### src/rtl/axi4_ring_writer_if.sv
// AXI4 write-channel bundle (AW, W, B) between ring writer and memory.
// master drives aw*/w*/bready; slave drives awready/wready/bresp/bvalid.
interface axi4_ring_writer_if #(
  parameter int ADDR_WIDTH = 32
);
  logic [ADDR_WIDTH-1:0] awaddr;
  logic [7:0]            awlen;
  logic [2:0]            awsize;
  logic [1:0]            awburst;
  logic                  awvalid;
  logic                  awready;
  logic [31:0]           wdata;
  logic [3:0]            wstrb;
  logic                  wlast;
  logic                  wvalid;
  logic                  wready;
  logic [1:0]            bresp;
  logic                  bvalid;
  logic                  bready;

  modport master (
    output awaddr, awlen, awsize, awburst, awvalid,
    output wdata, wstrb, wlast, wvalid, bready,
    input  awready, wready, bresp, bvalid
  );

  modport slave (
    input  awaddr, awlen, awsize, awburst, awvalid,
    input  wdata, wstrb, wlast, wvalid, bready,
    output awready, wready, bresp, bvalid
  );
endinterface

### src/rtl/axi4_ring_writer.sv
// AXI4 ring writer: buffers a 32-bit sample stream and writes fixed
// INCR bursts into a circular DDR buffer, one transaction in flight.
// Ports: aclk/areset (sync, active-high), cfg_* run config, s_t* sample
// stream, m_axi write master, wr_offset/busy/err status.
// Option AXI4_RING_WRITER_WRAP_IRQ_EN adds wrap_irq and wrap_count.
module axi4_ring_writer #(
  parameter int BURST_LEN  = 16,
  parameter int ADDR_WIDTH = 32,
  parameter int FIFO_DEPTH = 32
) (
  input  logic                  aclk,
  input  logic                  areset,
  input  logic                  cfg_enable,
  input  logic [ADDR_WIDTH-1:0] cfg_base_addr,
  input  logic [ADDR_WIDTH-1:0] cfg_ring_bytes,
  input  logic [31:0]           s_tdata,
  input  logic                  s_tvalid,
  output logic                  s_tready,
  axi4_ring_writer_if.master    m_axi,
  output logic [ADDR_WIDTH-1:0] wr_offset,
  output logic                  busy,
  output logic                  err
`ifdef AXI4_RING_WRITER_WRAP_IRQ_EN
  ,
  output logic                  wrap_irq,
  output logic [15:0]           wrap_count
`endif
);
  localparam int PW = $clog2(FIFO_DEPTH);
  localparam int BW = (BURST_LEN > 1) ? $clog2(BURST_LEN) : 1;
  localparam logic [ADDR_WIDTH-1:0] STEP = ADDR_WIDTH'(BURST_LEN * 4);
  localparam logic [PW:0] DEPTH = (PW+1)'(FIFO_DEPTH);
  localparam logic [PW:0] NEED = (PW+1)'(BURST_LEN);
  localparam logic [BW-1:0] LAST = BW'(BURST_LEN - 1);

  typedef enum logic [1:0] {IDLE, ADDR, DATA, RESP} state_t;

  state_t                state;
  state_t                nxt;
  logic                  en_q;
  logic                  en_qq;
  logic                  en_rise;
  logic [ADDR_WIDTH-1:0] base_q;
  logic [ADDR_WIDTH-1:0] ring_q;
  logic [ADDR_WIDTH-1:0] off_next;
  logic [31:0]           mem [FIFO_DEPTH];
  logic [PW:0]           wptr;
  logic [PW:0]           rptr;
  logic [PW:0]           count;
  logic [BW-1:0]         beat;
  logic                  push;
  logic                  pop;
  logic                  flush;
  logic                  last;
  logic                  have;
  logic                  resp_done;
  logic                  wrap;

  assign en_rise   = en_q && !en_qq;
  assign count     = wptr - rptr;
  assign s_tready  = en_q && (count != DEPTH);
  assign push      = s_tvalid && s_tready;
  assign have      = count >= NEED;
  assign last      = beat == LAST;
  assign pop       = (state == DATA) && m_axi.wready;
  // Idle while disabled: drop any partial burst left in the FIFO.
  assign flush     = (state == IDLE) && !en_q;
  assign resp_done = (state == RESP) && m_axi.bvalid;
  assign off_next  = wr_offset + STEP;
  assign wrap      = off_next == ring_q;

  assign m_axi.awaddr  = base_q + wr_offset;
  assign m_axi.awlen   = 8'(BURST_LEN - 1);
  assign m_axi.awsize  = 3'b010;
  assign m_axi.awburst = 2'b01;
  assign m_axi.awvalid = state == ADDR;
  assign m_axi.wdata   = mem[rptr[PW-1:0]];
  assign m_axi.wstrb   = 4'hF;
  assign m_axi.wvalid  = state == DATA;
  assign m_axi.wlast   = (state == DATA) && last;
  assign m_axi.bready  = state == RESP;
  assign busy          = state != IDLE;

  always_comb begin
    nxt = state;
    unique case (state)
      IDLE: if (en_q && have) nxt = ADDR;
      ADDR: if (m_axi.awready) nxt = DATA;
      DATA: if (m_axi.wready && last) nxt = RESP;
      RESP: if (m_axi.bvalid) nxt = (en_q && have) ? ADDR : IDLE;
      default: nxt = IDLE;
    endcase
  end

  always_ff @(posedge aclk) begin
    if (areset) begin
      state     <= IDLE;
      en_q      <= 1'b0;
      en_qq     <= 1'b0;
      base_q    <= '0;
      ring_q    <= '0;
      wptr      <= '0;
      rptr      <= '0;
      beat      <= '0;
      wr_offset <= '0;
      err       <= 1'b0;
    end else begin
      state <= nxt;
      en_q  <= cfg_enable;
      en_qq <= en_q;
      if (en_rise) begin
        base_q <= cfg_base_addr;
        ring_q <= cfg_ring_bytes;
      end
      if (push) wptr <= wptr + (PW+1)'(1);
      if (flush) rptr <= wptr;
      else if (pop) rptr <= rptr + (PW+1)'(1);
      if (pop) beat <= last ? '0 : beat + BW'(1);
      if (resp_done) wr_offset <= wrap ? '0 : off_next;
      else if (flush) wr_offset <= '0;
      // A bad response in the same cycle as re-enable still sticks.
      if (resp_done && m_axi.bresp != 2'b00) err <= 1'b1;
      else if (en_rise) err <= 1'b0;
    end
  end

  always_ff @(posedge aclk) begin
    if (push) mem[wptr[PW-1:0]] <= s_tdata;
  end

`ifdef AXI4_RING_WRITER_WRAP_IRQ_EN
  assign wrap_irq = resp_done && wrap;

  always_ff @(posedge aclk) begin
    if (areset) wrap_count <= '0;
    else if (wrap_irq && wrap_count != 16'hFFFF)
      wrap_count <= wrap_count + 16'd1;
  end
`endif
endmodule

### src/flat_wrapper.sv
// flat-port wrapper written by rule: the top's interface ports become plain ports
module axi4_ring_writer_flat 
#(
  parameter int BURST_LEN  = 16,
  parameter int ADDR_WIDTH = 32,
  parameter int FIFO_DEPTH = 32
)
  (aclk, areset, cfg_enable, cfg_base_addr, cfg_ring_bytes, s_tdata, s_tvalid, s_tready, wr_offset, busy, err, m_axi_awaddr, m_axi_awlen, m_axi_awsize, m_axi_awburst, m_axi_awvalid, m_axi_wdata, m_axi_wstrb, m_axi_wlast, m_axi_wvalid, m_axi_bready, m_axi_awready, m_axi_wready, m_axi_bresp, m_axi_bvalid);
  axi4_ring_writer_if #(.ADDR_WIDTH(ADDR_WIDTH)) m_axi_i ();
  input  logic aclk;
  input  logic areset;
  input  logic cfg_enable;
  input  logic [ADDR_WIDTH-1:0] cfg_base_addr;
  input  logic [ADDR_WIDTH-1:0] cfg_ring_bytes;
  input  logic [31:0] s_tdata;
  input  logic s_tvalid;
  output logic s_tready;
  output logic [ADDR_WIDTH-1:0] wr_offset;
  output logic busy;
  output logic err;
  output wire logic [$bits(m_axi_i.awaddr)-1:0] m_axi_awaddr;
  output wire logic [$bits(m_axi_i.awlen)-1:0] m_axi_awlen;
  output wire logic [$bits(m_axi_i.awsize)-1:0] m_axi_awsize;
  output wire logic [$bits(m_axi_i.awburst)-1:0] m_axi_awburst;
  output wire logic [$bits(m_axi_i.awvalid)-1:0] m_axi_awvalid;
  output wire logic [$bits(m_axi_i.wdata)-1:0] m_axi_wdata;
  output wire logic [$bits(m_axi_i.wstrb)-1:0] m_axi_wstrb;
  output wire logic [$bits(m_axi_i.wlast)-1:0] m_axi_wlast;
  output wire logic [$bits(m_axi_i.wvalid)-1:0] m_axi_wvalid;
  output wire logic [$bits(m_axi_i.bready)-1:0] m_axi_bready;
  input wire logic [$bits(m_axi_i.awready)-1:0] m_axi_awready;
  input wire logic [$bits(m_axi_i.wready)-1:0] m_axi_wready;
  input wire logic [$bits(m_axi_i.bresp)-1:0] m_axi_bresp;
  input wire logic [$bits(m_axi_i.bvalid)-1:0] m_axi_bvalid;
  assign m_axi_awaddr = m_axi_i.awaddr;
  assign m_axi_awlen = m_axi_i.awlen;
  assign m_axi_awsize = m_axi_i.awsize;
  assign m_axi_awburst = m_axi_i.awburst;
  assign m_axi_awvalid = m_axi_i.awvalid;
  assign m_axi_wdata = m_axi_i.wdata;
  assign m_axi_wstrb = m_axi_i.wstrb;
  assign m_axi_wlast = m_axi_i.wlast;
  assign m_axi_wvalid = m_axi_i.wvalid;
  assign m_axi_bready = m_axi_i.bready;
  assign m_axi_i.awready = m_axi_awready;
  assign m_axi_i.wready = m_axi_wready;
  assign m_axi_i.bresp = m_axi_bresp;
  assign m_axi_i.bvalid = m_axi_bvalid;
  axi4_ring_writer #(.BURST_LEN(BURST_LEN), .ADDR_WIDTH(ADDR_WIDTH), .FIFO_DEPTH(FIFO_DEPTH)) u_core (.aclk(aclk), .areset(areset), .cfg_enable(cfg_enable), .cfg_base_addr(cfg_base_addr), .cfg_ring_bytes(cfg_ring_bytes), .s_tdata(s_tdata), .s_tvalid(s_tvalid), .s_tready(s_tready), .m_axi(m_axi_i), .wr_offset(wr_offset), .busy(busy), .err(err));
endmodule
### config.mk
export PLATFORM = sky130hd
export DESIGN_NAME = axi4_ring_writer_flat
export DESIGN_NICKNAME = d
export VERILOG_FILES = /design/src/rtl/axi4_ring_writer_if.sv /design/src/rtl/axi4_ring_writer.sv /design/src/flat_wrapper.sv
export SDC_FILE = /design/constraint.sdc
export NUM_CORES = 1
export LEC_CHECK = 0
export ABC_AREA = 1
export CAP_MARGIN = 10
export CORE_ASPECT_RATIO = 2
export CORE_MARGIN = 4
export CORE_UTILIZATION = 28
export DETAILED_ROUTE_END_ITERATION = 16
export GPL_TIMING_DRIVEN = 0
export PLACE_DENSITY = 0.4
export RECOVER_POWER = 50
export SYNTH_ARGS = -nofsm -noshare
export SYNTH_HDL_FRONTEND = slang
export SYNTH_SLANG_ARGS = --single-unit
### constraint.sdc
create_clock -name aclk -period 11.45 [get_ports aclk]
set_input_delay 1.145 -clock aclk [delete_from_list [all_inputs] [get_ports aclk]]
set_output_delay 1.145 -clock aclk [all_outputs]
set_load 0.02 [all_outputs]
==> impl_metrics.ini <==
[status]
outcome = finished with violations
violations = capacitance limit, slew limit

[detailed_routing]
route.detailed.drc = 0
firstDrtPassIters = 5
num_vias = 34300
drtAntennaViolNets = 0
wl_um = 213000
vias_per_cell = 5.12
wl_per_cell_um = 31.8
drt_iter0_drc = 2803

[sta]
drv_slew = 942
worstMarginPinSlew_ps = 2340
tns_ps = 0
skew_ps = 47.3
rsz0062_at_grt = false
hold_viol = 0
hold_ws_ps = 451
relSlewSlack_pct = -56.3
max_freq_mhz = 135
period_share_pct = 64.5
finalCriticalPeriod_ps = 7390
setup_viol = 0

[worst_hold_path]
hold_path.class = flop to flop
min_to = u_core.ring_q[0]
hp-start = u_core.ring_q[0]
hold_path_depth = 2

[logic_synthesis]
synth_seq_cells = 1140
syn_area_per_cell_sq_um = 12.0
synth_seq_area_share_pct = 69.9
syn_area_sq_um = 47300
synth_edf_count = 1024
async_reset_ff_share_pct = 0
synthFlopType = edfxtp_1
ys_types = 50
synthCells = 3951
yosysWarnings = 0

[worst_setup_path]
r2r-start = u_core.wptr[0]
r2r_cells = 14
cp-end-kind = output pin
worstPathRequired_ps = 10310
rrSetupSlack_ps = 6350
crit_fanout = 10
worst_r2r_endpoint = u_core.mem[31][1]
critPathKind = flop to output pin
startpoint_type = flop
cp.arrival_ps = 6240

[flow_run]
maxCapViolations = 29

[placed_design]
dp.cells = 6486
portBuffers = 201
place_congestion = 0.890
dpl_cell_area_sq_um = 53500
place_hpwl_um = 155000

[global_route]
grtUsageTotal_pct = 23.5
antenna_found_initial = 6
grt_max_degree = 33
grt_pass1_vias = 34600
grt_pass1_wl_um = 285000
globalRouteOverflowTotal = 0

[clock_tree]
post_cts.resized_instances = 0
cts_sinks = 1140
clock_latency_ps = 750
clockBufferDepth = 3
cts.clk_slew.worst_paths_ps = 70
cts_tree = built
numCtsBuffers = 107
holdBufCountCts = 0
cts_root_buf = clkbuf_16
cts-htree-levels = 3
cts_setup_buffers = 0

[layout]
multiInputGateArea_sq_um = 12900
postLayoutCellArea_sq_um = 56900
stdcell_count = 6687
drive_gt1_share_pct = 8.00
fillers = 16900
syn2layout_area_growth_pct = 20.3
final_nets = 4487
regArea_sq_um = 33100

[power]
leakage_nw = 18.4
vdd_drop_max_uv = 114
p_per_area_nw_per_um2 = 170
power_mw = 9.67

[floorplanning]
die_height_um = 589
dieArea_sq_um = 176000
ios = 225
fp-row-count = 213
initial_utilization_pct = 28.1
core-area_sq_um = 168000
fp.dieW_um = 299
-- layout make-up --
class,instances,share of cell area [%]
timing repair buffer,256,5.02
buffer,276,2.07
antenna,3,0.0132
multi-input combinational,2438,22.7
sequential,1140,58.1
inverter,119,0.785
clock inverter,55,1.17
clock buffer,143,5.17
tap,2257,4.96
-- routing by layer --
metal	track usage (%)	up-vias	part of all wire, %
met3	3.17	454	4.6
met1	22.6	17200	32
met4	17.0	4	8.7
met2	45.4	1306	54
met5	0	-	0.012
li1	-	15300	-
-- synthesized netlist by cell type, types with 4 or more instances --
master	number	area, sq um
xnor2_1	12	105
ha_1	43	538
o21bai_1	4	30.0
nor2_4	9	101
a21oi_2	20	175
edfxtp_1	1024	30700
buf_4	25	188
nand3_1	128	641
clkbuf_1	225	845
a21oi_1	95	475
a32oi_1	22	193
buf_2	9	45.0
nor2_2	5	31.3
o21ai_0	657	3290
a21o_1	4	30.0
inv_2	6	22.5
nand2_1	229	860
nor3_1	9	45.0
nand2_2	29	181
nand3_2	5	50.1
nand4_1	12	75.1
o221ai_1	174	1520
nor2_1	777	2920
xor2_1	32	280
nand2_4	5	56.3
dfxtp_1	116	2320
buf_1	15	56.3
a31oi_1	35	219
o22ai_1	83	519
inv_1	113	424
o211ai_1	5	37.5
-- power breakdown --
part,internal (mW),total [mW],switching [mW],leakage [nW]
registers,4.57,4.58,0.0193,10.2
clock network,2.12,3.79,1.67,1.75
logic,0.328,1.30,0.975,6.54
-- worst max-delay path, stage by stage, from the launching register on --
cell,delay (ps)
dfxtp_1,310
buf_2,470
buf_2,350
clkbuf_1,850
clkbuf_1,640
nor2_1,110
o221ai_1,910
a31oi_1,390
a32oi_1,620
clkdlybuf4s50_1,770
-- placed cells by master, fill, tap and decap left out, types with 5 or more instances in the layout --
| master | netlist | routed |
|---|---|---|
| inv_2 | 6 | 6 |
| clkinv_1 | 0 | 18 |
| o221ai_1 | 174 | 174 |
| edfxtp_1 | 1024 | 1024 |
| buf_1 | 15 | 14 |
| a21oi_1 | 95 | 96 |
| nand4_1 | 12 | 12 |
| conb_1 | 2 | 24 |
| nor3_1 | 9 | 8 |
| dlygate4sd3_1 | 0 | 20 |
| clkbuf_1 | 225 | 288 |
| buf_12 | 2 | 34 |
| buf_2 | 9 | 11 |
| o211ai_1 | 5 | 5 |
| nand2_1 | 229 | 229 |
| bufinv_16 | 0 | 14 |
| nor2_4 | 9 | 40 |
| buf_4 | 25 | 25 |
| a32oi_1 | 22 | 22 |
| a31oi_1 | 35 | 35 |
| nor2_1 | 777 | 746 |
| nand2_4 | 5 | 5 |
| nand2_2 | 29 | 29 |
| xor2_1 | 32 | 32 |
| nand3_2 | 5 | 5 |
| dfxtp_1 | 116 | 116 |
| xnor2_1 | 12 | 12 |
| nor2_2 | 5 | 5 |
| ha_1 | 43 | 43 |
| clkbuf_16 | 0 | 112 |
| buf_16 | 0 | 11 |
| clkdlybuf4s50_1 | 0 | 152 |
| a21oi_2 | 20 | 20 |
| inv_1 | 113 | 113 |
| nand3_1 | 128 | 128 |
| clkinv_2 | 0 | 13 |
| o21ai_0 | 657 | 657 |
| o22ai_1 | 83 | 83 |
-- sequential cells by signal, indices dropped and copies added, names as in the netlist, named ones only --
| register | cells |
|---|---|
| u_core.mem | 1024 |
| u_core.base_q | 32 |
| u_core.ring_q | 32 |
| u_core.wr_offset | 26 |
| u_core.rptr | 6 |
| u_core.wptr | 6 |
| u_core.beat | 4 |
| u_core.state | 2 |
| u_core.en_q | 1 |
| u_core.en_qq | 1 |
| u_core.err | 1 |
-- worst max path at each step --
stage	from	endpoint	slack (ps)	depth (start not counted)
after global routing	flop	m_axi_wdata[7]	4220	9
after detailed placement	flop	m_axi_wdata[10]	5050	9
after global placement	u_core.wptr[0]	u_core.mem[31][4]	2560	12
after CTS	flop	m_axi_wdata[10]	4230	9
after floorplan	u_core.wptr[0]	u_core.mem[31][0]	6490	12
final	flop	m_axi_wdata[4]	4060	9
-- kinds of logic (layout without fill, tap and decap cells) --
logic type	Yosys count	count (layout)	synth area share, %
fa+ha+maj	44	44	1.18
other cells	2	27	0.0159
flops	1140	1140	69.9
simple gates	1216	1216	10.7
buf+inv	395	849	3.43
compound gates	1109	1109	13.9
xor+xnor	45	45	0.863
-- metrics by stage --
step	worst slack, ps	utilization [%]
after global placement	2560	31.0
after CTS	4230	33.9
after global routing	4220	33.8
after detailed placement	5050	31.8
after floorplan	6490	-
final	4060	33.8
(Power assumes the default switching activity.)
